===== src/rtl/hdc_bundle_pkg.sv =====
// Shared definitions for the hypervector bundle sequencer: FSM state
// encoding plus helpers that derive chunk count and index widths.
package hdc_bundle_pkg;

  typedef enum logic [2:0] {
    S_IDLE,
    S_ISSUE,
    S_WAIT,
    S_WRITE,
    S_DONE
  } state_t;

  // Number of K-lane chunks needed to cover d elements (ceiling division).
  function automatic int num_chunks(input int d, input int k);
    return (d + k - 1) / k;
  endfunction

  // Chunk index width; never narrower than one bit.
  function automatic int chunk_w(input int nc);
    return (nc > 1) ? $clog2(nc) : 1;
  endfunction

  // Operand count width, wide enough to hold max_ops itself.
  function automatic int op_w(input int max_ops);
    return $clog2(max_ops + 1);
  endfunction

endpackage


===== src/rtl/bundle_lane_mask.sv =====
// Combinational chunk-index to lane-mask decoder. Every chunk is fully
// populated except the final one, which may hold only a partial set of lanes.
module bundle_lane_mask
  import hdc_bundle_pkg::*;
#(
  parameter int HYPERVECTOR_DIMENSIONS = 100,
  parameter int NUM_PARALLEL_KERNELS = 1,
  localparam int NUM_CHUNKS = num_chunks(HYPERVECTOR_DIMENSIONS, NUM_PARALLEL_KERNELS),
  localparam int CHUNK_W = chunk_w(NUM_CHUNKS)
) (
  input  logic [CHUNK_W-1:0]              chunk,
  output logic [NUM_PARALLEL_KERNELS-1:0] mask
);

  localparam int LAST_LANES = HYPERVECTOR_DIMENSIONS - (NUM_CHUNKS - 1) * NUM_PARALLEL_KERNELS;

  // All lanes valid, except the low LAST_LANES lanes only on the last chunk.
  always_comb begin
    mask = '1;
    if (chunk == CHUNK_W'(NUM_CHUNKS - 1)) begin
      for (int i = 0; i < NUM_PARALLEL_KERNELS; i++) begin
        mask[i] = (i < LAST_LANES);
      end
    end
  end

endmodule


===== src/rtl/bundle_sequencer.sv =====
// Bundle sequencer: walks every chunk of a hypervector, issuing N-1 addition
// steps per chunk (operand 0 + operand 1, then accumulator + operand 2, ...)
// and writing the chunk result once the last step completes.
//
// Build option: define BUNDLER_OVERFLOW_ABORT_EN to end the job as soon as a
// step reports overflow (no write for that chunk, remaining chunks skipped).
// Without it, overflow only sets the sticky error flag reported with done.
//
// Datapath handshake: dp_valid is a one-cycle launch; the operand indices,
// lane_mask and dp_bundle_loop stay stable until dp_done is sampled in WAIT.
// dp_done/dp_overflow are ignored in any other state.
module bundle_sequencer
  import hdc_bundle_pkg::*;
#(
  parameter int HYPERVECTOR_DIMENSIONS = 100,
  parameter int NUM_PARALLEL_KERNELS = 1,
  parameter int MAX_OPERANDS = 16,
  localparam int NUM_CHUNKS = num_chunks(HYPERVECTOR_DIMENSIONS, NUM_PARALLEL_KERNELS),
  localparam int CHUNK_W = chunk_w(NUM_CHUNKS),
  localparam int OP_W = op_w(MAX_OPERANDS)
) (
  input  logic                            clk,
  input  logic                            reset,
  input  logic                            start,
  input  logic [OP_W-1:0]                 num_operands,
  output logic                            busy,
  output logic                            done,
  output logic                            error,
  output logic [CHUNK_W-1:0]              rd_chunk,
  output logic [OP_W-1:0]                 rd_operand,
  output logic [NUM_PARALLEL_KERNELS-1:0] lane_mask,
  output logic                            dp_valid,
  output logic                            dp_bundle_loop,
  input  logic                            dp_done,
  input  logic                            dp_overflow,
  output logic                            wr_en,
  output logic [CHUNK_W-1:0]              wr_chunk
);

`ifdef BUNDLER_OVERFLOW_ABORT_EN
  localparam bit OVERFLOW_ABORT = 1'b1;
`else
  localparam bit OVERFLOW_ABORT = 1'b0;
`endif

  // FSM state is kept as a named enum so checkers can probe it hierarchically.
  state_t                            state;
  logic [OP_W-1:0]                   n_ops;
  logic                              sticky_err;
  logic                              last_chunk;
  logic [CHUNK_W-1:0]                next_chunk;
  logic [NUM_PARALLEL_KERNELS-1:0]   next_mask;

  // Chunk that the next ISSUE will use: 0 on job accept, chunk+1 after a write.
  always_comb begin
    last_chunk = (rd_chunk == CHUNK_W'(NUM_CHUNKS - 1));
    next_chunk = (state == S_WRITE) ? rd_chunk + CHUNK_W'(1) : '0;
  end

  bundle_lane_mask #(
    .HYPERVECTOR_DIMENSIONS (HYPERVECTOR_DIMENSIONS),
    .NUM_PARALLEL_KERNELS   (NUM_PARALLEL_KERNELS)
  ) u_lane_mask (
    .chunk (next_chunk),
    .mask  (next_mask)
  );

  // Sequencer FSM with registered outputs; pulse outputs default low each cycle.
  always_ff @(posedge clk) begin
    if (reset) begin
      state          <= S_IDLE;
      busy           <= 1'b0;
      done           <= 1'b0;
      error          <= 1'b0;
      dp_valid       <= 1'b0;
      dp_bundle_loop <= 1'b0;
      wr_en          <= 1'b0;
      rd_chunk       <= '0;
      rd_operand     <= '0;
      wr_chunk       <= '0;
      lane_mask      <= '1;
      n_ops          <= '0;
      sticky_err     <= 1'b0;
    end else begin
      dp_valid <= 1'b0;
      wr_en    <= 1'b0;
      done     <= 1'b0;
      error    <= 1'b0;
      case (state)
        S_IDLE: begin
          if (start) begin
            busy <= 1'b1;
            if (num_operands >= OP_W'(2) && num_operands <= OP_W'(MAX_OPERANDS)) begin
              state          <= S_ISSUE;
              n_ops          <= num_operands;
              rd_chunk       <= '0;
              rd_operand     <= OP_W'(1);
              lane_mask      <= next_mask;
              dp_bundle_loop <= 1'b0;
              dp_valid       <= 1'b1;
              sticky_err     <= 1'b0;
            end else begin
              // Rejected job: report immediately without touching the datapath.
              state      <= S_DONE;
              done       <= 1'b1;
              error      <= 1'b1;
              sticky_err <= 1'b1;
            end
          end
        end
        S_ISSUE: begin
          state <= S_WAIT;
        end
        S_WAIT: begin
          if (dp_done) begin
            sticky_err <= sticky_err | dp_overflow;
            if (OVERFLOW_ABORT && dp_overflow) begin
              state <= S_DONE;
              done  <= 1'b1;
              error <= 1'b1;
            end else if (rd_operand < n_ops - OP_W'(1)) begin
              state          <= S_ISSUE;
              rd_operand     <= rd_operand + OP_W'(1);
              dp_bundle_loop <= 1'b1;
              dp_valid       <= 1'b1;
            end else begin
              state    <= S_WRITE;
              wr_en    <= 1'b1;
              wr_chunk <= rd_chunk;
            end
          end
        end
        S_WRITE: begin
          if (last_chunk) begin
            state <= S_DONE;
            done  <= 1'b1;
            error <= sticky_err;
          end else begin
            state          <= S_ISSUE;
            rd_chunk       <= next_chunk;
            rd_operand     <= OP_W'(1);
            lane_mask      <= next_mask;
            dp_bundle_loop <= 1'b0;
            dp_valid       <= 1'b1;
          end
        end
        S_DONE: begin
          state <= S_IDLE;
          busy  <= 1'b0;
        end
        default: begin
          state <= S_IDLE;
          busy  <= 1'b0;
        end
      endcase
    end
  end

endmodule


===== config.mk =====
export PLATFORM = sky130hd
export DESIGN_NAME = bundle_sequencer
export DESIGN_NICKNAME = d
export VERILOG_FILES = /design/src/rtl/hdc_bundle_pkg.sv /design/src/rtl/bundle_lane_mask.sv /design/src/rtl/bundle_sequencer.sv
export SDC_FILE = /design/constraint.sdc
export NUM_CORES = 1
export LEC_CHECK = 0
export ABC_AREA = 0
export CAP_MARGIN = 20
export CORE_MARGIN = 8
export CORE_UTILIZATION = 40
export DETAILED_ROUTE_END_ITERATION = 16
export GPL_TIMING_DRIVEN = 1
export PLACE_DENSITY = 0.72
export SLEW_MARGIN = 20
export SYNTH_ARGS = -nofsm -noshare
export SYNTH_HDL_FRONTEND = slang
export SYNTH_SLANG_ARGS = --single-unit
export TNS_END_PERCENT = 20

===== constraint.sdc =====
create_clock -name clk -period 2.7 [get_ports clk]
set_input_delay 0.54 -clock clk [delete_from_list [all_inputs] [get_ports clk]]
set_output_delay 0.54 -clock clk [all_outputs]
set_load 0.02 [all_outputs]

==> results.py <==
metrics = {
    "status": {
        "status": "completed",
    },
    "final_layout": {
        "n_fill_cell": 389,
        "diodes": 0,
        "area_growth_syn_to_layout_pct": 30.6,
        "nets": 241,
        "layout_common_cells": "34 x dfxtp_1, 34 x clkdlybuf4s50_1, 28 x nor2_1, 13 x a21oi_1",
        "layout-drive-gt1-share_pct": 12.0,
    },
    "clocking": {
        "root_buffer": "clkbuf_8",
        "clock-sinks": 34,
        "worstSkewPairLatency_ns": 0.29,
        "cts_resized": 0,
        "cts_buffer_depth": 2,
        "htreeDepth": 2,
        "cts_tree": "done",
        "cts-hold-fix-buffers": 0,
        "numCtsBuffers": 5,
        "cts.clk_slew.worst_paths_ns": 0.07,
        "postCtsSetupBuffers": 0,
    },
    "synth": {
        "synthAdderAreaFrac_pct": 5.25,
        "syn_inst": 182,
        "synth_xor_area_share_pct": 4.20,
        "synthMuxAreaShare_pct": 7.20,
        "syn-num-nets": 199,
        "synth-seq-cells": 34,
        "yosys_warnings": 0,
        "synth_top_family_by_area": "simple AND/OR/NAND/NOR gates",
        "synth-compound-area-share_pct": 13.6,
        "synth_cell_types": 48,
        "yosysSeqAreaShare_pct": 40.8,
        "synth_area_um2": 1670,
        "synth_simple_gate_area_share_pct": 25.0,
        "syn_area_per_cell_um2": 9.17,
    },
    "power": {
        "internal-power_uw": 804,
        "p_per_area_nw_per_um2": 505,
        "pwr-share-seq_pct": 49.2,
        "p_sw_uw": 297,
        "swShare_pct": 27.0,
        "p_clk_share_pct": 36.1,
        "combinationalPowerShare_pct": 14.7,
        "vdd_drop_max_mv": 0.360,
        "leakagePower_nw": 0.912,
    },
    "grt": {
        "grt-ovfl-total": 0,
        "grt_pass1_vias": 1366,
        "groute.usage.overall_pct": 12.4,
        "grt_pass1_wl_um": 6210,
        "grt_antenna_before_repair": 0,
        "grt_max_degree": 18,
    },
    "run": {
        "max_cap_violations": 0,
    },
    "timing": {
        "finalSetupViolCount": 0,
        "final_hold_viol_count": 0,
        "period_share_pct": 84.6,
        "fin_skew_ns": 0.00356,
        "finalCriticalPeriod_ns": 2.28,
        "setup_tns_ns": 0,
        "fmax_mhz": 438,
        "whs_ns": 0.452,
        "grt_setup_unrepaired": "no",
        "slew_viol_final": 0,
    },
    "die": {
        "num_rows": 23,
        "dieArea_um2": 6500,
        "io_pins": 36,
        "fp.coreArea_um2": 4000,
        "floorplan.initialDensity_pct": 41.7,
        "die_x_um": 80.6,
        "fp.dieH_um": 80.6,
    },
    "placed_design": {
        "port_buffers": 34,
        "place_congestion": 0.808,
        "dp_hpwl_um": 2890,
    },
    "routing": {
        "post-route-drc-count": 0,
        "wire_per_inst_um": 14.1,
        "viasPerCell": 5.09,
        "wl_um": 3870,
        "ant_nets": 0,
        "drtPass1Iterations": 4,
        "drt_iter0_drc": 74,
        "vias": 1401,
    },
    "setup_path": {
        "startpoint_type": "input pin",
        "worst-path-max-fanout": 4,
        "crit_end": "rd_operand[2]",
        "critPathKind": "in2reg",
        "r2r-end": "rd_operand[2]",
        "crit_start": "num_operands[2]",
        "r2r-start": "n_ops[0]",
        "cp-end-kind": "register",
        "critPathRequiredTime_ns": 2.88,
        "r2r_cells": 9,
        "reg2reg_slack_ns": 0.44,
        "cp_data_arrival_time_ns": 2.47,
    },
    "hold_path": {
        "min_path_type": "reg2reg",
    },
}
-- cell usage after synthesis, drive strengths merged --
library cell	count	area share, %
a31o	1	0.52
and4b	1	0.60
or3b	3	1.6
and4	1	0.60
or3	1	0.45
dfxtp	34	41
nand3	4	1.2
inv	4	0.90
and3	3	1.1
a21boi	1	0.45
o211ai	1	0.45
a21oi	14	4.4
nand2	12	2.7
nor4b	2	1.4
o21a	2	0.90
mux2i	12	7.2
nor2	28	6.3
a41o	1	0.60
a211oi	1	0.45
and2	3	1.2
conb	1	0.22
buf	6	2.6
o21ai	2	0.60
nor3	5	2.2
and2b	1	0.45
ha	7	5.2
a221o	4	2.4
clkbuf	1	0.22
nor3b	1	0.45
a311oi	1	0.52
nor4	3	1.1
o21bai	2	0.90
xnor2	3	1.6
or4	1	0.67
xor2	5	2.6
nand2b	3	1.1
o2111ai	1	0.90
nor2b	2	0.75
or2	1	0.38
a21o	1	0.45
nand4	2	0.75
-- worst max-delay path, cell delays in order --
cell             delay [ns]
clkdlybuf4s50_1        0.46
or4_4                  0.52
a221o_1                0.37
nor3_4                 0.14
a21oi_2                0.09
a221o_1                0.35
-- cells by family (layout without fill, tap and decap cells) --
family                     Yosys count  after routing
and+or+nand+nor                     77             77
DFF                                 34             34
AOI/OAI and AO/OA                   32             32
muxes                               12             12
buffers and inverters               11             54
xor gates and xnor gates             8              8
adders and majority gates            7              7
other                                1              1
-- worst min path at each step --
stage | startpoint | to | slack, ns | cells after the start
global placement | busy | busy | 0.45 | 2
detailed placement | busy | busy | 0.45 | 2
CTS | busy | busy | 0.46 | 2
floorplan | sticky_err | sticky_err | 0.44 | 2
finish | busy | busy | 0.45 | 2
global route | sticky_err | sticky_err | 0.49 | 2
-- sequential cells by signal, indices dropped and copies added (netlist names), 3 cells and up --
| name | cells |
|---|---|
| wr_chunk | 7 |
| n_ops | 5 |
| state | 3 |
| rd_operand | 5 |
| rd_chunk | 7 |
-- layout make-up --
class | count | area (um^2) | share of cell area (%)
Sequential cell | 34 | 681 | 31.2
Timing Repair Buffer | 42 | 400 | 18.4
Clock buffer | 6 | 82.6 | 3.79
Multi-Input combinational cell | 137 | 926 | 42.5
Tap cell | 50 | 62.6 | 2.87
Inverter | 4 | 15.0 | 0.689
Clock inverter | 2 | 12.5 | 0.574
-- power groups by stage --
stage	Clock [mW]	Combinational, mW	Sequential (mW)
after floorplan	0	0.100	0.555
after global placement	0	0.160	0.553
after detailed placement	0	0.163	0.553
after CTS	0.408	0.164	0.542
after global routing	0.427	0.180	0.544
final	0.397	0.162	0.542
-- through the flow --
stage	worst slack [ns]	util [%]	power, mW	cell area, um^2	std cells
6_report	0.416	54.5	1.10	2180	275
5_1_grt	0.218	54.5	1.15	2180	275
4_1_cts	0.416	54.5	1.11	2180	275
3_5_place_dp	0.101	52.1	0.716	2080	267
3_3_place_gp	0.114	52.1	0.713	2080	267
2_1_floorplan	0.509	-	0.655	1670	182
-- layer usage --
layer	track usage, %	routed length [um]	share of wire, %
met1	13.3	1760	46
met2	20.0	1730	45
met5	0	0	0
met4	6.73	67	1.7
met3	5.47	311	8.0
No activity file was read; power rests on OpenSTA's default activity.
